$ cat config.mk
export PLATFORM = sky130hd
export DESIGN_NAME = sd_sector_responder
export DESIGN_NICKNAME = d
export VERILOG_FILES = /design/src/rtl/sd_resp_pkg.sv /design/src/rtl/sd_stall_timer.sv /design/src/rtl/sd_sector_responder.sv
export SDC_FILE = /design/constraint.sdc
export NUM_CORES = 1
export LEC_CHECK = 0
export CORE_MARGIN = 2
export CORE_UTILIZATION = 30
export DETAILED_ROUTE_END_ITERATION = 16
export SYNTH_ARGS = -nofsm -noshare
export SYNTH_HDL_FRONTEND = slang
export SYNTH_SLANG_ARGS = --single-unit
export TNS_END_PERCENT = 1
$ cat constraint.sdc
create_clock -name clk_sys -period 3.3 [get_ports clk_sys]
set_clock_uncertainty 0.1 [all_clocks]
set_input_delay 0.66 -clock clk_sys [delete_from_list [all_inputs] [get_ports clk_sys]]
set_output_delay 0.66 -clock clk_sys [all_outputs]
set_load 0.02 [all_outputs]
$ cat src/rtl/sd_resp_pkg.sv
// Shared definitions for the sector responder: FSM state encoding,
// default sector geometry and the host command direction codes.
package sd_resp_pkg;

    // Default sector geometry; ADDR_W must equal log2(BLK_BYTES).
    localparam int unsigned BLK_BYTES_DEF = 512;
    localparam int unsigned ADDR_W_DEF    = $clog2(BLK_BYTES_DEF);

    // host_cmd_wr encoding.
    localparam logic CMD_RD = 1'b0;
    localparam logic CMD_WR = 1'b1;

    typedef enum logic [2:0] {
        S_IDLE    = 3'd0,
        S_CMD     = 3'd1,
        S_RD_XFER = 3'd2,
        S_WR_ADDR = 3'd3,
        S_WR_WAIT = 3'd4,
        S_WR_SEND = 3'd5,
        S_DONE    = 3'd6
    } sd_state_e;

endpackage

$ cat src/rtl/sd_stall_timer.sv
// Host stall watchdog for the sector responder (used only when SD_TIMEOUT_EN
// is defined).
//   clk_sys, reset : clock and asynchronous active-high reset
//   clear          : restart the stall count (handshake or idle)
//   count_en       : a cycle spent waiting on the host
//   expire_c       : combinational, high on the stall cycle that reaches
//                    TIMEOUT_CYCLES
module sd_stall_timer #(
    parameter int unsigned TIMEOUT_CYCLES = 1048576
) (
    input  logic clk_sys,
    input  logic reset,
    input  logic clear,
    input  logic count_en,
    output logic expire_c
);

    localparam int unsigned CNT_W = $clog2(TIMEOUT_CYCLES + 1);

    logic [CNT_W-1:0] cnt_q;
    logic [CNT_W-1:0] cnt_d;

    // Saturating stall count; clear has priority.
    always_comb begin
        cnt_d = cnt_q;
        if (clear) begin
            cnt_d = '0;
        end else if (count_en && (cnt_q != CNT_W'(TIMEOUT_CYCLES))) begin
            cnt_d = cnt_q + CNT_W'(1);
        end
    end

    always_ff @(posedge clk_sys or posedge reset) begin
        if (reset) begin
            cnt_q <= '0;
        end else begin
            cnt_q <= cnt_d;
        end
    end

    // Fires on the stall cycle that would make the count reach the limit.
    assign expire_c = count_en && !clear && (cnt_q == CNT_W'(TIMEOUT_CYCLES - 1));

endmodule

$ cat src/rtl/sd_sector_responder.sv
// Sector responder: turns core-side sd_rd/sd_wr sector requests into host
// commands and moves one BLK_BYTES sector between the host byte stream and
// the core buffer.
//   clk_sys, reset          : clock, asynchronous active-high reset
//   sd_lba/sd_rd/sd_wr      : core request (LBA latched at accept)
//   sd_ack                  : high for the whole transfer
//   sd_buff_addr/dout/wr    : core buffer write port (read direction)
//   sd_buff_din             : core buffer read data, 1 cycle after addr
//   host_cmd_*              : command to the host bridge (valid/ready)
//   host_rx_*               : host-to-core bytes (valid/ready)
//   host_tx_*               : core-to-host bytes (valid/ready)
//   xfer_err                : one-cycle pulse on a host stall abort
// Optional feature: define SD_TIMEOUT_EN to abort a transfer after the host
// stalls for TIMEOUT_CYCLES cycles.
module sd_sector_responder
    import sd_resp_pkg::*;
#(
    parameter int unsigned BLK_BYTES      = BLK_BYTES_DEF,
    parameter int unsigned ADDR_W         = ADDR_W_DEF,
    parameter int unsigned TIMEOUT_CYCLES = 1048576
) (
    input  logic              clk_sys,
    input  logic              reset,
    input  logic [31:0]       sd_lba,
    input  logic              sd_rd,
    input  logic              sd_wr,
    output logic              sd_ack,
    output logic [ADDR_W-1:0] sd_buff_addr,
    output logic [7:0]        sd_buff_dout,
    output logic              sd_buff_wr,
    input  logic [7:0]        sd_buff_din,
    output logic              host_cmd_valid,
    output logic              host_cmd_wr,
    output logic [31:0]       host_cmd_lba,
    input  logic              host_cmd_ready,
    input  logic [7:0]        host_rx_data,
    input  logic              host_rx_valid,
    output logic              host_rx_ready,
    output logic [7:0]        host_tx_data,
    output logic              host_tx_valid,
    input  logic              host_tx_ready,
    output logic              xfer_err
);

    localparam logic [ADDR_W-1:0] LAST_IDX = ADDR_W'(BLK_BYTES - 1);

    sd_state_e         state_q, state_d;
    logic [31:0]       lba_q, lba_d;
    logic              dir_q, dir_d;
    logic [ADDR_W-1:0] idx_q, idx_d;
    logic [ADDR_W-1:0] addr_q, addr_d;
    logic [7:0]        dout_q, dout_d;
    logic              buff_wr_q, buff_wr_d;
    logic              ack_q, ack_d;
    logic              cmd_valid_q, cmd_valid_d;
    logic              rx_ready_q, rx_ready_d;
    logic [7:0]        tx_data_q, tx_data_d;
    logic              tx_valid_q, tx_valid_d;

    logic cmd_hs_c;
    logic rx_hs_c;
    logic tx_hs_c;

    assign cmd_hs_c = cmd_valid_q & host_cmd_ready;
    assign rx_hs_c  = rx_ready_q & host_rx_valid;
    assign tx_hs_c  = tx_valid_q & host_tx_ready;

`ifdef SD_TIMEOUT_EN
    logic err_q, err_d;
    logic stall_hit_c;
    logic stall_en_c;
    logic stall_clr_c;

    // Only host-facing waits count; the error cycle itself is not a stall.
    assign stall_en_c  = ((state_q == S_CMD) || (state_q == S_RD_XFER) ||
                          (state_q == S_WR_SEND)) && !err_q;
    assign stall_clr_c = cmd_hs_c | rx_hs_c | tx_hs_c | (state_q == S_IDLE);

    sd_stall_timer #(
        .TIMEOUT_CYCLES(TIMEOUT_CYCLES)
    ) u_stall_timer (
        .clk_sys (clk_sys),
        .reset   (reset),
        .clear   (stall_clr_c),
        .count_en(stall_en_c),
        .expire_c(stall_hit_c)
    );
`endif

    // Next-state and registered-output logic.
    always_comb begin
        state_d     = state_q;
        lba_d       = lba_q;
        dir_d       = dir_q;
        idx_d       = idx_q;
        addr_d      = addr_q;
        dout_d      = dout_q;
        buff_wr_d   = 1'b0;
        ack_d       = ack_q;
        cmd_valid_d = cmd_valid_q;
        rx_ready_d  = rx_ready_q;
        tx_data_d   = tx_data_q;
        tx_valid_d  = tx_valid_q;
`ifdef SD_TIMEOUT_EN
        err_d       = 1'b0;
`endif

        case (state_q)
            S_IDLE: begin
                if (sd_rd || sd_wr) begin
                    lba_d       = sd_lba;
                    dir_d       = sd_rd ? CMD_RD : CMD_WR;
                    idx_d       = '0;
                    addr_d      = '0;
                    ack_d       = 1'b1;
                    cmd_valid_d = 1'b1;
                    state_d     = S_CMD;
                end
            end
            S_CMD: begin
                if (cmd_hs_c) begin
                    cmd_valid_d = 1'b0;
                    if (dir_q == CMD_RD) begin
                        rx_ready_d = 1'b1;
                        state_d    = S_RD_XFER;
                    end else begin
                        state_d    = S_WR_ADDR;
                    end
                end
            end
            S_RD_XFER: begin
                if (rx_hs_c) begin
                    dout_d    = host_rx_data;
                    buff_wr_d = 1'b1;
                    addr_d    = idx_q;
                    idx_d     = idx_q + ADDR_W'(1);
                    // Stop consuming once the whole sector has been taken.
                    if (idx_q == LAST_IDX) begin
                        rx_ready_d = 1'b0;
                    end
                end
                // Leave only after the final strobe is visible to the core.
                if (buff_wr_q && (addr_q == LAST_IDX)) begin
                    ack_d   = 1'b0;
                    state_d = S_DONE;
                end
            end
            S_WR_ADDR: begin
                addr_d  = idx_q;
                state_d = S_WR_WAIT;
            end
            S_WR_WAIT: begin
                tx_data_d  = sd_buff_din;
                tx_valid_d = 1'b1;
                state_d    = S_WR_SEND;
            end
            S_WR_SEND: begin
                if (tx_hs_c) begin
                    tx_valid_d = 1'b0;
                    if (idx_q == LAST_IDX) begin
                        ack_d   = 1'b0;
                        state_d = S_DONE;
                    end else begin
                        // Address is presented on WR_ADDR entry so the buffer
                        // data is ready by the end of WR_WAIT.
                        idx_d   = idx_q + ADDR_W'(1);
                        addr_d  = idx_q + ADDR_W'(1);
                        state_d = S_WR_ADDR;
                    end
                end
            end
            S_DONE: begin
                ack_d   = 1'b0;
                state_d = S_IDLE;
            end
            default: begin
                state_d = S_IDLE;
            end
        endcase

`ifdef SD_TIMEOUT_EN
        // Stall abort: pulse the error and drop the host side, then finish.
        if (stall_hit_c) begin
            err_d       = 1'b1;
            cmd_valid_d = 1'b0;
            rx_ready_d  = 1'b0;
            tx_valid_d  = 1'b0;
        end
        if (err_q) begin
            ack_d   = 1'b0;
            state_d = S_DONE;
        end
`endif
    end

    always_ff @(posedge clk_sys or posedge reset) begin
        if (reset) begin
            state_q     <= S_IDLE;
            lba_q       <= '0;
            dir_q       <= 1'b0;
            idx_q       <= '0;
            addr_q      <= '0;
            dout_q      <= '0;
            buff_wr_q   <= 1'b0;
            ack_q       <= 1'b0;
            cmd_valid_q <= 1'b0;
            rx_ready_q  <= 1'b0;
            tx_data_q   <= '0;
            tx_valid_q  <= 1'b0;
`ifdef SD_TIMEOUT_EN
            err_q       <= 1'b0;
`endif
        end else begin
            state_q     <= state_d;
            lba_q       <= lba_d;
            dir_q       <= dir_d;
            idx_q       <= idx_d;
            addr_q      <= addr_d;
            dout_q      <= dout_d;
            buff_wr_q   <= buff_wr_d;
            ack_q       <= ack_d;
            cmd_valid_q <= cmd_valid_d;
            rx_ready_q  <= rx_ready_d;
            tx_data_q   <= tx_data_d;
            tx_valid_q  <= tx_valid_d;
`ifdef SD_TIMEOUT_EN
            err_q       <= err_d;
`endif
        end
    end

    assign sd_ack         = ack_q;
    assign sd_buff_addr   = addr_q;
    assign sd_buff_dout   = dout_q;
    assign sd_buff_wr     = buff_wr_q;
    assign host_cmd_valid = cmd_valid_q;
    assign host_cmd_wr    = dir_q;
    assign host_cmd_lba   = lba_q;
    assign host_rx_ready  = rx_ready_q;
    assign host_tx_data   = tx_data_q;
    assign host_tx_valid  = tx_valid_q;
`ifdef SD_TIMEOUT_EN
    assign xfer_err       = err_q;
`else
    assign xfer_err       = 1'b0;
`endif

endmodule
==> impl_results.md, run 1 <==
- CTS Buf Count: 9
- # IOs: 119
- Switching share of power: 35.12%
- Die Y: 110.6 um
- WL/cell: 16.20 um
- Post-synthesis async set-or-reset flop share: 100.0%
- Global placement routability congestion: 0.8251
- Slew Viols, Final: 0
- Fin crit period: 2.778 ns
- Reg power frac: 34.2%
- Final-report hold violation count: 0
- Row count: 38
- Maximum clock rate: 0.3600 GHz
- Largest family of logic cells by synthesized area: multiplexers
- Dpl hpwl: 6222 um
- Full die area: 0.01224 sq mm
- Final setup TNS: 0 ns
- Crit path max fanout: 9
- Port buffer count: 117
- Worst setup EP type: flip-flop
- Critical path's slowest cell: dfrtp_1
- Critical path data required time: 3.41 ns
- Global Route Usage Sum: 14.31%
- Area occupied by multi-input gates: 0.001419 sq mm
- Hold Path Class: reg2reg
- Post-synthesis register bit count: 75
- PD cells: 896.0 mW/mm^2
- Worst-Margin Slew: 0.6112 ns
- Resize count post-CTS: 0
- Worst skew pair latency: 0.32 ns
- CTS max path bufs: 2
- H-tree depth: 3
- Syn Inst Count: 274
- Gr ovfl total: 0
- First-pass GRT wire length: 14180 um
- NetSw: 0.001579 W
- Post-synthesis sequential area ratio: 55.01%
- Most common cell on crit path: ha_1
- Via count: 2601
- DRC: 0
- Area Growth Syn to Fin: 47.05%
- Nets: 447
- Share of post-route cells with drive strength above 1: 21.52%
- CTS tree: yes
- LEAKAGE: 2.066 nW
- Fin crit share: 84.17%
- Fill cells: 978
- Unrepaired setup endpoints after global routing: no
- Register area: 0.001877 sq mm
- Post-route ant nets: 0
- Cells along the critical path: ha_1 -> and3_1 -> nand3_1 -> nor3_1 -> ha_1 -> nand3b_1 -> o21ai_1 -> a2bb2oi_4 -> mux2_2
- Clock share of power: 22.5%
- Xor/xnor share of the synthesized area: 0.2567%
- Max-Cap Viols: 0
- Logic gate share of total power: 43.3%
- Final std cell area, no fill: 0.005017 sq mm
- Cell internal pwr: 0.002917 W
- Synth Area in Adders: 0.7334%
- Initial antenna violation count: 0
- Critical Path AT: 2.89 ns
- Setup CP Type: reg2reg
- CP max stage delay: 0.44 ns
- Postcts setup bufs: 0
- Via/cell ratio: 4.862
- Mux cell area share after synthesis: 19.11%
- Synth unique cells: 51
- Most used DFF post-synth: dfrtp_1
- Most frequent cells in the layout: clkdlybuf4s50_1, dfrtp_1, mux2_2
- Core ar.: 0.01098 sq mm
- DRT Wirelength: 8669 um
- Die width: 110.6 um
- Router iterations before antenna repair: 4
- Root buf cell: clkbuf_16
- Clock Sinks: 75
- Ys Warns: 0
- Slew headroom: 59.17%
- Diode count: 0
- Simple logic cell fraction of the synthesized area: 10.30%
- CP startpoint kind: flip-flop
- Clock transition at path regs: 0.06 ns
- Max IR drop VDD: 468.0 uV
- Number of synthesized flops with an enable pin: 0
- Vias in the first global route: 2727
- Mapped Nets: 331
- Status: finished, final reports clean
- Area post-placement: 0.004703 sq mm
- Compound-cell area share of the yosys netlist: 11.00%
- Largest net degree at the start of global routing: 76
- Post-CTS Hold Fix Bufs: 0
- Most common cell after layout, fill and taps aside: clkdlybuf4s50_1
- Initial Util: 31.07%
- DR iter-0 viols: 97
- Syn avg cell area: 12.45 sq um
- Final setup viols: 0
- Mapped cell area: 0.003412 sq mm
-- cells in the mapped netlist, types with 7 or more instances --
| cell type | instances | area share (%) |
|---|---|---|
| nand2_1 | 17 | 1.9 |
| o21ai_0 | 10 | 1.5 |
| dfrtp_1 | 75 | 55 |
| a21oi_1 | 7 | 1.0 |
| buf_4 | 8 | 1.8 |
| inv_1 | 8 | 0.88 |
| nor2_1 | 14 | 1.5 |
| nand3_1 | 7 | 1.0 |
| mux2_2 | 52 | 17 |
-- final cells by class --
| cell class | count | share of cell area, % |
|---|---|---|
| multi-input cells | 176 | 28.28 |
| repair buffers | 119 | 23.89 |
| inverters | 9 | 0.6733 |
| flip-flops and latches | 75 | 37.41 |
| well taps | 140 | 3.491 |
| clock buffers | 11 | 5.037 |
| clock inverters | 5 | 1.222 |
-- power groups by stage --
| stage | Combinational, W | Sequential [W] | Clock (W) |
|---|---|---|---|
| floorplan | 0.000738 | 0.00188 | 0 |
| global placement | 0.00195 | 0.00154 | 0 |
| detailed placement | 0.00196 | 0.00155 | 0 |
| CTS | 0.00197 | 0.00154 | 0.00103 |
| global route | 0.00208 | 0.00159 | 0.00108 |
| finish | 0.00195 | 0.00154 | 0.00101 |
-- through the flow --
stage | hold slack, ns | cells | util [%] | setup slack, ns | power (W)
floorplan | 0.4170 | 274 | - | 0.6300 | 0.002615
global placement | 0.3706 | 519 | 42.82 | 0.6759 | 0.003490
detailed placement | 0.3763 | 519 | 42.82 | 0.5664 | 0.003509
CTS | 0.4049 | 535 | 45.68 | 0.5299 | 0.004545
global route | 0.4154 | 535 | 45.68 | 0.3628 | 0.004745
finish | 0.4035 | 535 | 45.68 | 0.5225 | 0.004496
-- critical path, delay by kind of cell, from the launching register on --
family	cells	cell delay, ns
adder cells (fa/ha/maj)	2	0.52
AND/OR/NAND/NOR	4	0.74
flip-flops	1	0.44
AO/OA/AOI/OAI	2	0.47
multiplexers	1	0.38
-- registers in the layout, indices dropped and copies added (netlist names) --
name	count
idx_q	9
sd_buff_wr	1
host_tx_valid	1
sd_ack	1
sd_buff_addr	9
host_cmd_lba	32
host_tx_data	8
host_cmd_valid	1
state_q	3
host_rx_ready	1
host_cmd_wr	1
sd_buff_dout	8
-- path summary, 6_finish.rpt --
check / from / to / slack, ns / depth (start not counted)
worst min-delay path: host_cmd_lba[22]$_DFFE_PP0P_ / host_cmd_lba[22]$_DFFE_PP0P_ / 0.40 / 1
max in group asynchronous: reset / host_tx_data[6]$_DFFE_PP0P_ / 2.13 / 3
worst max register to register: idx_q[0]$_DFFE_PP0P_ / sd_buff_addr[2]$_DFFE_PP0P_ / 0.52 / 9
min in group asynchronous: reset / host_cmd_lba[20]$_DFFE_PP0P_ / 0.62 / 3
worst max-delay path: idx_q[0]$_DFFE_PP0P_ / sd_buff_addr[2]$_DFFE_PP0P_ / 0.52 / 9
worst min register to register: host_cmd_lba[22]$_DFFE_PP0P_ / host_cmd_lba[22]$_DFFE_PP0P_ / 0.40 / 1
-- layer usage --
layer	vias to the layer above	part of all wire, %	track usage, %
met5	-	0	0
met4	0	0.90	5.333
met3	6	10	6.641
met2	113	48	23.03
met1	1263	40	16.70
li1	1219	-	-
-- kinds of logic after synthesis --
kind of cell	Yosys count
adders and majority gates	2
and+or+nand+nor	66
buffers and inverters	23
xor gates and xnor gates	1
other	1
DFF	75
muxes	58
AOI/OAI and AO/OA	48
Note: power is estimated with default switching activity, not from simulation.
==> run 2: changes to the inputs <==
- clock period: 3.3 -> 2.3 ns (I/O delays scaled with it)
==> impl_results.md, run 2 (synthesis gave the netlist of run 1 again) <==
- Status: finished, final reports clean
- Switching share of power: 34.74% (-0.38 points)
- Router iterations before antenna repair: 4 (unchanged)
- Setup WS pre-CTS: -0.06657 ns (-0.6330 ns)
- Busiest grt layer: met2
- Final std cell area, no fill: 0.005221 sq mm (+4.1%)
- Met2 Usage GRT: 24.46% (+1.4 points)
- Clock share of power: 21.6% (-0.9 points)
- First-pass GRT wire length: 14610 um (+3.1%)
- Clock transition at path regs: 0.06 ns (about the same)
- Global placement routability congestion: 0.7867 (-4.7%)
- Vias in the first global route: 2904 (+6.5%)
- Root buf cell: clkbuf_16
- Critical path's slowest cell: dfrtp_1
- H-tree depth: 3 (unchanged)
- Fin crit period: 2.253 ns (-0.5247 ns)
- Worst Path Buf+Inv: 2 (+2)
- Largest net degree at the start of global routing: 34 (-55%)
- Nets: 464 (+3.8%)
- Final-report hold violation count: 0 (unchanged)
- Max reg flops: 32 (unchanged)
- Layout Cells excl Fill: 552 (+3.2%)
- Full die area: 0.01224 sq mm (unchanged)
- Setup CP Type: reg2reg
- CP startpoint kind: flip-flop
- # IOs: 119 (unchanged)
- Final Total Pwr: 0.006568 W (+46%)
- Worst skew pair latency: 0.33 ns (about the same)
- Unrepaired setup endpoints after global routing: yes
- Cells along the critical path: ha_1 -> and3_4 -> nand3_2 -> nor3_2 -> ha_2 -> nand3b_1 -> buf_4 -> o22ai_4 -> buf_12 -> a22o_1 -> a22o_1
- Initial Util: 31.07% (unchanged)
- Via count: 2720 (+4.6%)
- DR iter-0 viols: 161 (+66%)
- Max-Cap Viols: 0 (unchanged)
- PD cells: 1258 mW/mm^2 (+40%)
- Cell internal pwr: 0.004286 W (+47%)
- Via/cell ratio: 4.928 (+1.4%)
- Die Y: 110.6 um (unchanged)
- Most frequent cells in the layout: clkdlybuf4s50_1, dfrtp_1, mux2_2
- Reg power frac: 32.8% (-1.4 points)
- CTS tree: yes
- Row count: 38 (unchanged)
- Global Route Usage Sum: 14.81% (+0.50 points)
- CTS max path bufs: 2 (unchanged)
- DRT Wirelength: 8857 um (+2.2%)
- Post-route ant nets: 0 (unchanged)
- Share of post-route cells with drive strength above 1: 25.97% (+4.5 points)
- GRT met1 Usage: 17.13% (+0.43 points)
- Critical Path AT: 2.37 ns (-0.52 ns)
- Core ar.: 0.01098 sq mm (unchanged)
- Max IR drop VDD: 720.3 uV (+54%)
- Most common cell after layout, fill and taps aside: clkdlybuf4s50_1
- Worst setup EP type: flip-flop
- Initial antenna violation count: 0 (unchanged)
- Slew Viols, Final: 0 (unchanged)
- LEAKAGE: 2.165 nW (+4.8%)
- DRC: 0 (unchanged)
- Slew headroom: 59.91% (+0.73 points)
- CTS Buf Count: 9 (unchanged)
- Fill cells: 1002 (+2.5%)
- WL/cell: 16.05 um (-0.98%)
- Diode count: 0 (unchanged)
- Logic gate share of total power: 45.6% (+2.3 points)
- Worst-Margin Slew: 0.6002 ns (-0.01099 ns)
- Hold Path Class: reg2reg
- Placed Cells incl. Taps: 534 (+2.9%)
- Area Growth Syn to Fin: 53.03%
- Dpl hpwl: 6565 um (+5.5%)
- CP top delay family: simple AND/OR/NAND/NOR gates
- Most common cell on crit path: a22o_1
- Maximum clock rate: 0.4439 GHz (+23%)
- Global-route met3 utilization: 5.982% (-0.66 points)
- Fin worst setup slack: 0.04718 ns (-0.4753 ns)
- Gr ovfl total: 0 (unchanged)
- NetSw: 0.002282 W (+45%)
- Clock Sinks: 75 (unchanged)
- Critical path data required time: 2.42 ns (-0.99 ns)
- Area post-placement: 0.004845 sq mm (+3.0%)
- CP max stage delay: 0.34 ns (-0.10 ns)
- Port buffer count: 117 (unchanged)
- Die width: 110.6 um (unchanged)
- Crit path max fanout: 13 (+4)
- Final setup viols: 0 (unchanged)
- Fin crit share: 97.95% (+14 points)
==> run 2: per-stage QoR <==
stage                     TNS (ns)  utilization, %  hold WS (ns)
after floorplan             -1.242               -        0.4170
after global placement           0           44.11        0.3732
after detailed placement   -0.4414           44.11        0.3820
after CTS                        0           47.13        0.4007
after global routing       -0.5210           47.54        0.4243
final                            0           47.54        0.3947
==> run 2: what timing repair did <==
| action | 4_1_cts | 5_1_grt |
|---|---|---|
| gates cloned | 0 | 0 |
| endpoints found under the setup margin | 11 | 19 |
| pin swaps | 2 | 2 |
| hold buffers | 0 | 0 |
| setup buffers | 1 | 1 |
| gates resized for setup | 2 | 7 |
==> run 2: worst register-to-register path, cell delays in order, from the launching register on <==
cell      delay (ns)
dfrtp_1         0.34
ha_1            0.16
and3_4          0.19
nand3_2         0.09
nor3_2          0.14
ha_2            0.20
nand3b_1        0.16
buf_4           0.15
o22ai_4         0.07
buf_12          0.15
a22o_1          0.17
a22o_1          0.22
==> run 2: metal layers <==
layer,wire length [um],up-vias
met2,4266,119
met4,144,0
li1,-,1267
met1,3510,1323
met5,0,-
met3,935,11
==> run 2: path summary, 6_finish.rpt <==
check | start | to | slack [ns] | cells past startpoint
max | idx_q[0]$_DFFE_PP0P_ | idx_q[5]$_DFFE_PP0P_ | 0.05 | 11
min | host_cmd_lba[13]$_DFFE_PP0P_ | host_cmd_lba[13]$_DFFE_PP0P_ | 0.39 | 1
max reg2reg | idx_q[0]$_DFFE_PP0P_ | idx_q[5]$_DFFE_PP0P_ | 0.05 | 11
min reg2reg | host_cmd_lba[13]$_DFFE_PP0P_ | host_cmd_lba[13]$_DFFE_PP0P_ | 0.39 | 1
max in group asynchronous | reset | host_tx_data[2]$_DFFE_PP0P_ | 1.16 | 3
min in group asynchronous | reset | host_cmd_lba[6]$_DFFE_PP0P_ | 0.41 | 2
==> run 2: power by group through the flow <==
stage / clock network [W] / registers [W] / logic, W
6_report: 0.00142 / 0.00216 / 0.00299
4_1_cts: 0.00146 / 0.00216 / 0.00300
5_1_grt: 0.00152 / 0.00223 / 0.00320
2_1_floorplan: 0 / 0.00269 / 0.00106
3_5_place_dp: 0 / 0.00217 / 0.00293
3_3_place_gp: 0 / 0.00216 / 0.00292
==> run 2: layout make-up <==
| cell class | instances | area (sq um) | share of cell area (%) |
|---|---|---|---|
| Clock buffer | 11 | 242.7 | 4.649 |
| Multi-Input combinational cell | 176 | 1448 | 27.73 |
| Timing Repair Buffer | 136 | 1380 | 26.43 |
| Inverter | 9 | 37.54 | 0.7189 |
| Clock inverter | 5 | 61.31 | 1.174 |
| Sequential cell | 75 | 1877 | 35.95 |
| Tap cell | 140 | 175.2 | 3.355 |
